`src/rtl/uart_rx_core.sv`:
```
// UART byte receiver (8N1, LSB first) with sticky ready flag and clear handshake.
// Optional UART_RX_GLITCH_FILTER_EN adds a registered 3-sample majority vote on the synchronized line.
module uart_rx_core #(
    parameter int BAUD_DIV = 2604
) (
    input  logic       clk,
    input  logic       rst_n,
    input  logic       RX,
    input  logic       clr_rdy,
    output logic       rdy,
    output logic [7:0] rx_data,
    output logic       frm_err
);

    // state   | meaning
    // S_IDLE  | line idle, waiting for a falling edge on rx_s
    // S_START | half-bit wait, then confirm start bit is still low
    // S_DATA  | sampling 8 data bits at mid-bit
    // S_STOP  | sampling stop bit, delivering byte

    localparam int CW = ($clog2(BAUD_DIV) > 12) ? $clog2(BAUD_DIV) : 12;
    localparam logic [CW-1:0] HALF_M1 = CW'(BAUD_DIV / 2 - 1);
    localparam logic [CW-1:0] FULL_M1 = CW'(BAUD_DIV - 1);

    typedef enum logic [1:0] {S_IDLE, S_START, S_DATA, S_STOP} state_t;

    state_t          r_state;
    state_t          w_state_nxt;
    logic            r_sync1;
    logic            r_sync2;
    logic            r_rx_s_d;
    logic            w_rx_s;
    logic [CW-1:0]   r_cnt;
    logic [3:0]      r_bit_cnt;
    logic [7:0]      r_shift;
    logic            r_rdy;
    logic [7:0]      r_rx_data;
    logic            r_frm_err;

    logic            w_bit_tick;
    logic            w_cnt_load;
    logic [CW-1:0]   w_cnt_val;
    logic            w_start_det;
    logic            w_bit_clr;
    logic            w_shift_en;
    logic            w_deliver;

    always_ff @(posedge clk or negedge rst_n) begin
        if (!rst_n) begin
            r_sync1 <= 1'b1;
            r_sync2 <= 1'b1;
        end else begin
            r_sync1 <= RX;
            r_sync2 <= r_sync1;
        end
    end

`ifdef UART_RX_GLITCH_FILTER_EN
    // Vote over both synchronizer stages plus the previous sample: a single-cycle
    // low never gets two votes, while a real edge costs only one extra cycle.
    logic r_rx_h;
    logic r_rx_maj;

    always_ff @(posedge clk or negedge rst_n) begin
        if (!rst_n) begin
            r_rx_h   <= 1'b1;
            r_rx_maj <= 1'b1;
        end else begin
            r_rx_h   <= r_sync2;
            r_rx_maj <= (r_sync1 & r_sync2) | (r_sync1 & r_rx_h) | (r_sync2 & r_rx_h);
        end
    end

    assign w_rx_s = r_rx_maj;
`else
    assign w_rx_s = r_sync2;
`endif

    assign w_bit_tick = (r_cnt == '0);

    always_ff @(posedge clk or negedge rst_n) begin
        if (!rst_n) begin
            r_state  <= S_IDLE;
            r_rx_s_d <= 1'b1;
        end else begin
            r_state  <= w_state_nxt;
            r_rx_s_d <= w_rx_s;
        end
    end

    always_comb begin
        w_state_nxt = r_state;
        w_cnt_load  = 1'b0;
        w_cnt_val   = FULL_M1;
        w_start_det = 1'b0;
        w_bit_clr   = 1'b0;
        w_shift_en  = 1'b0;
        w_deliver   = 1'b0;
        case (r_state)
            S_IDLE: begin
                if (r_rx_s_d && !w_rx_s) begin
                    w_start_det = 1'b1;
                    w_cnt_load  = 1'b1;
                    w_cnt_val   = HALF_M1;
                    w_state_nxt = S_START;
                end
            end
            S_START: begin
                if (w_bit_tick) begin
                    if (w_rx_s) begin
                        w_state_nxt = S_IDLE;
                    end else begin
                        w_cnt_load  = 1'b1;
                        w_bit_clr   = 1'b1;
                        w_state_nxt = S_DATA;
                    end
                end
            end
            S_DATA: begin
                if (w_bit_tick) begin
                    w_shift_en = 1'b1;
                    w_cnt_load = 1'b1;
                    if (r_bit_cnt == 4'd7) begin
                        w_state_nxt = S_STOP;
                    end
                end
            end
            S_STOP: begin
                if (w_bit_tick) begin
                    w_deliver   = 1'b1;
                    w_state_nxt = S_IDLE;
                end
            end
            default: w_state_nxt = S_IDLE;
        endcase
    end

    always_ff @(posedge clk or negedge rst_n) begin
        if (!rst_n) begin
            r_cnt     <= '0;
            r_bit_cnt <= 4'd0;
            r_shift   <= 8'h00;
        end else begin
            if (w_cnt_load) begin
                r_cnt <= w_cnt_val;
            end else if (!w_bit_tick) begin
                r_cnt <= r_cnt - 1'b1;
            end
            if (w_bit_clr) begin
                r_bit_cnt <= 4'd0;
            end else if (w_shift_en) begin
                r_bit_cnt <= r_bit_cnt + 4'd1;
            end
            if (w_shift_en) begin
                r_shift <= {w_rx_s, r_shift[7:1]};
            end
        end
    end

    // Delivery takes priority over a simultaneous clear so a fresh byte is never lost.
    always_ff @(posedge clk or negedge rst_n) begin
        if (!rst_n) begin
            r_rdy     <= 1'b0;
            r_rx_data <= 8'h00;
            r_frm_err <= 1'b0;
        end else begin
            if (w_deliver) begin
                r_rdy     <= 1'b1;
                r_rx_data <= r_shift;
                r_frm_err <= ~w_rx_s;
            end else if (clr_rdy || w_start_det) begin
                r_rdy <= 1'b0;
            end
        end
    end

    assign rdy     = r_rdy;
    assign rx_data = r_rx_data;
    assign frm_err = r_frm_err;

endmodule

```
`config.mk`:
```
export PLATFORM = sky130hd
export DESIGN_NAME = uart_rx_core
export DESIGN_NICKNAME = d
export VERILOG_FILES = /design/src/rtl/uart_rx_core.sv
export SDC_FILE = /design/constraint.sdc
export NUM_CORES = 1
export LEC_CHECK = 0
export ABC_CLOCK_PERIOD_IN_PS = 4560
export CAP_MARGIN = 20
export CORE_ASPECT_RATIO = 1.4
export CORE_MARGIN = 3
export CORE_UTILIZATION = 61
export DETAILED_ROUTE_END_ITERATION = 10
export GPL_TIMING_DRIVEN = 0
export PLACE_DENSITY = 0.83
export SLEW_MARGIN = 20
export SYNTH_ARGS = -nofsm -noshare
export SYNTH_HDL_FRONTEND = slang
export SYNTH_SLANG_ARGS = --single-unit
```
`constraint.sdc`:
```
create_clock -name clk -period 4.56 [get_ports clk]
set_input_delay 0.456 -clock clk [delete_from_list [all_inputs] [get_ports clk]]
set_output_delay 0.456 -clock clk [all_outputs]
set_load 0.01 [all_outputs]
```
* Word-level counts from Yosys, hierarchy flattened
Cells that the tools add are included.
Cells by class: $add $sub $neg 2, equal/unequal tests 10, mux-type cells 24, bitwise operators 1, reductions and logical operators 8
Operators by type and width (number):
- 12-bit two-way mux | 4
- 12-bit zero test | 1
- 2-bit two-way mux | 6
- 12-bit by 1-bit subtractor with 12-bit output (second input constant) | 1
- 1-bit two-way mux | 10
- 2-bit != test (second input constant) | 5
- 4-bit two-way mux | 2
- 2-bit one-hot mux with 4 select lines | 1
- 5-bit AND reduction | 1
- 4-bit by 1-bit adder with 4-bit output (second input constant) | 1
- 2-bit == test (second input constant) | 2
- 4-bit by 3-bit == test with 1-bit output (second input constant) | 1
- 2-bit nonzero test | 2
- 1-bit one-hot mux with 3 select lines | 1
- 2-bit by 1-bit == test with 1-bit output (second input constant) | 1
- 2-bit zero test | 1
- 2-bit by 1-bit != test with 1-bit output (second input constant) | 1
- 1-bit logical AND | 1
- 1-bit zero test | 1
- 1-bit logical OR | 1
- 1-bit NOT | 1
Word-level totals: bits in registers 39, logic and storage cells 55

* Depth between registers and ports, before layout
depth in word-level cells 7, gate-level depth with buffers 8

* Worst setup path after synthesis
No wires, ideal clock.
path kind register to register, from register r_cnt[0], to register r_rx_data[0] (netlist: rx_data[0]), setup time 0.128 ns, arrival time 1.806 ns, data required time 4.432 ns, slack 2.627 ns, stages on the path, launching flop included 8, clock period less this slack 1.933 ns, path through dfrtp_1 -> inv_1 -> ha_1 -> nor4b_2 -> and3_1 -> and3_1 -> buf_2 -> mux2_1
Between the ends: longest elaborated chain between the ends 3
Ends and longest elaborated chain:
- from (decl) | RTL line 33 | logic [CW-1:0] r_cnt;
- from (signal assigned) | RTL line 145 | r_cnt <= w_cnt_val;
- from (signal assigned) | RTL line 147 | r_cnt <= r_cnt - 1'b1;
- 12-bit zero test | RTL line 79 | assign w_bit_tick = (r_cnt == '0);
- 1-bit two-way mux | RTL line 129 | if (w_bit_tick) begin
- 1-bit two-way mux | RTL line 99 | case (r_state)
- to (signal assigned) | RTL line 169 | r_rx_data <= r_shift;
- to (decl) | RTL line 37 | logic [7:0] r_rx_data;
No other way between the ends. A chain may end at the register's enable or synchronous reset.

* Final worst setup path
from register r_cnt[0], to register r_bit_cnt[0]
Between the ends: longest elaborated chain between the ends 4, elaborated cells on any way between the ends 7, classes of those cells 5 x mux; 2 x reduce/logical
Ends and longest elaborated chain:
- 12-bit zero test * | RTL line 79
- 1-bit two-way mux (on tied branches) | RTL line 109, 120
- 1-bit two-way mux | RTL line 99
- 4-bit two-way mux / 2-bit nonzero test (equally long branches)
- to (signal assigned) | RTL line 152 | r_bit_cnt <= r_bit_cnt + 4'd1;
- to (decl) | RTL line 34 | logic [3:0] r_bit_cnt;
Mark *: on every way between the ends. The rest lies on a longest branch, timed or not.

==> summary.txt <==
Status
  • Status: finished clean

Setup path
  • Worst R2R Path Depth: 8
  • R2r startpoint: r_cnt[0]
  • Worst setup EP type: register
  • R2R Setup Slk: 2.30 ns
  • Worst r2r dst: r_bit_cnt[0]
  • Nature of the critical path startpoint: register
  • Worst-path maximum fanout: 10
  • Kind of critical path: reg2reg
  • WP data arrival: ~2.5 ns
  • Required time at the worst-slack endpoint: about 4.8 ns

Finish
  • Fraction of layout cells with a size suffix above 1: 0.174
  • Design area: 2030 um2
  • NumNets Final: roughly 170
  • Inserted Diodes: 0
  • Commonest cells after routing, fill and taps aside: dfrtp_1 (36), clkdlybuf4s50_1 (12), mux2_1 (10)
  • Area grow syn2layout: 14.3%
  • Filler cells: approximately 190
  • Non-filler cells in the finished layout: ~200
  • Most common cell after layout, fill and taps aside: dfrtp_1

GRT
  • Pin count of the biggest net entering global routing: 31
  • Initial antenna violation count: 0
  • GRT Total Usage: 0.211
  • First-pass GRT wire length: around 5.8 mm
  • Vias in the first global route: about 1300
  • GRT overflow: 0

Synth
  • Seq/Total Area, Yosys: 0.553
  • YS warnings: 0
  • Mean Syn Cell Area: roughly 12 um2
  • Yosys cell types: 47
  • Mapped Nets: 151
  • EDFF count, synth: 0
  • Async S/R FF share, synth: 1.00
  • Yosys top cell by area: dfrtp_1
  • Cells after synthesis: between 100 and 150
  • Synth area leaders: dfrtp_1 (51%), mux2_1 (6.4%), mux2_2 (5.1%)
  • Yosys reg bits: 39
  • Yosys top cell area share: 0.508
  • Synth Cell Area: 1770 um2
  • Synth Flop Type: dfrtp_1

Place
  • RD Place Congestion: ~0.76
  • Placed Area: between 1500 and 2000 um2
  • # port buffers: 13
  • Placed insts: around 190
  • Final HPWL DP: approximately 2.3 mm

Clock network
  • Post_cts resized: 0
  • H-tree levels: 2
  • Clock latency at the later pin of the worst-skew pair: between 0.3 and 0.4 ns
  • Root Buffer: clkbuf_4
  • Max Root-Sink Buffers: 2
  • Total CTS buffers: 5
  • CTS sink cnt: 39
  • CTS clk-pin slew, worst paths: 0.11 ns
  • TritonCTS clock tree: built

Die
  • Site Rows: 22
  • Die ar.: 3600 um2
  • Core ar.: between 2000 and 3000 um2
  • Top-level I/O count: 14
  • Chip height: 69.8 um
  • Chip width: about 52 um
  • Initial Utilization: 0.657

Power
  • Cell leakage power: 0.000929 uW
  • Overall Power: around 830 uW
  • Pwr Density: just over 400 nW/um2
  • Peak supply drop: around 0.00024 V

STA
  • Setup TNS: 0 ns
  • Minimum clock period: 2.26 ns
  • Layout Skew: around 0.0034 ns
  • Part of the cycle the worst path needs: 0.495
  • FMAX: ~0.44 GHz
  • Final setup viols: 0
  • Rel. slew slack: 0.547
  • Fin. Hold Viols: 0
  • WHS: between 0.3 and 0.4 ns
  • RSZ-0062 raised after global routing: false
  • Final slew viol count: 0
  • Slew of the pin with the lowest slew margin: approximately 0.68 ns

Detailed routing
  • Total wire length: between 3 and 4 mm
  • 1st-pass router iterations: 4
  • Highest routed layer: met4
  • Residual DRC: 0
  • Vias per cell: approximately 6
  • Vias: around 1200
  • DR WL/cell: around 16 um
  • Routed Antenna Nets: 0
  • WL met2: 1.68 mm
  • DRT met1 WL: 1.37 mm
  • Routed wl met3: roughly 180 um
  • Initial DRC count: 38

Run
  • Max Cap Violations: 0

Worst hold path
  • Hold Path Sink: r_sync2
  • Hold path start: r_sync1
  • Type of the most critical hold path: reg2reg
  • Hold depth: 0
[metal layers]
layer  global-route usage  up-vias
met1                0.264      626
met2                0.348       36
met4               0.0525        0
met5                    0        -
met3               0.0667        4
li1                     -      577
[how the worst max path moves through the flow]
stage / depth (start not counted) / start / slack (ns) / endpoint
2_1_floorplan: 7 / r_cnt[0] / 2.63 / rx_data[0]
3_3_place_gp: 1 / rst_n / 2.25 / rx_data[7]
3_5_place_dp: 8 / r_cnt[0] / 2.33 / r_bit_cnt[0]
4_1_cts: 8 / r_cnt[0] / 2.29 / r_bit_cnt[0]
5_1_grt: 8 / r_cnt[0] / 2.13 / r_bit_cnt[0]
6_report: 8 / r_cnt[0] / 2.30 / r_bit_cnt[0]
[critical path: stages, from the launching register on]
cell and delay [ns]:
dfrtp_1 0.42, inv_1 0.12, ha_1 0.17, nor4b_2 0.37, and3_1 0.25, buf_2 0.23, buf_4 0.22, a21oi_1 0.08
a311oi_1 0.30
[metrics by stage]
step	utilization	worst slack [ns]
final	0.751	2.30
after global routing	0.751	2.13
after CTS	0.751	2.29
after detailed placement	0.728	2.33
after global placement	0.722	2.25
after floorplan	-	2.63
[cells in the mapped netlist, types with 3 or more instances]
cell,n
dfrtp_1,36
mux2_1,10
mux2_2,8
o21ai_1,7
nand2_1,6
inv_1,5
xnor2_1,5
a21oi_1,4
and3_1,4
nor2_1,4
or3_1,4
dfstp_2,3
ha_1,3
nor3_1,3
or4_1,3
[sequential cells by signal, indices dropped and copies added (netlist names), named ones only]
name,cells
r_cnt,12
r_shift,8
rx_data,8
r_bit_cnt,4
frm_err,1
r_rx_s_d,1
r_state,1
r_sync1,1
r_sync2,1
rdy,1
[area by class of cell]
type	instances	area (um2)	share of cell area
inverter	5	18.8	0.00926
sequential	39	980	0.483
tap	36	45.0	0.0222
multi-input combinational	96	753	0.372
timing repair buffer	15	155	0.0765
clock buffer	6	41.3	0.0204
buffer	4	21.3	0.0105
clock inverter	2	12.5	0.00617
[kinds of logic after synthesis]
logic type      synth area share
flops                      0.553
compound gates             0.108
buf+inv                   0.0226
xor+xnor                  0.0296
simple gates               0.146
fa+ha+maj                 0.0212
mux                        0.120
[report_power, final]
part | leakage, uW | internal [uW] | switching, uW
clock network | 0.0000282 | 59.5 | 111
logic | 0.000394 | 100 | 95.6
registers | 0.000507 | 402 | 67.1
[what timing repair did]
| action | CTS | global route |
|---|---|---|
| hold buffers | 1 | 0 |
| hold endpoints to repair | 9 | 0 |
| setup buffers | 0 | 0 |
(Power assumes the default switching activity.)
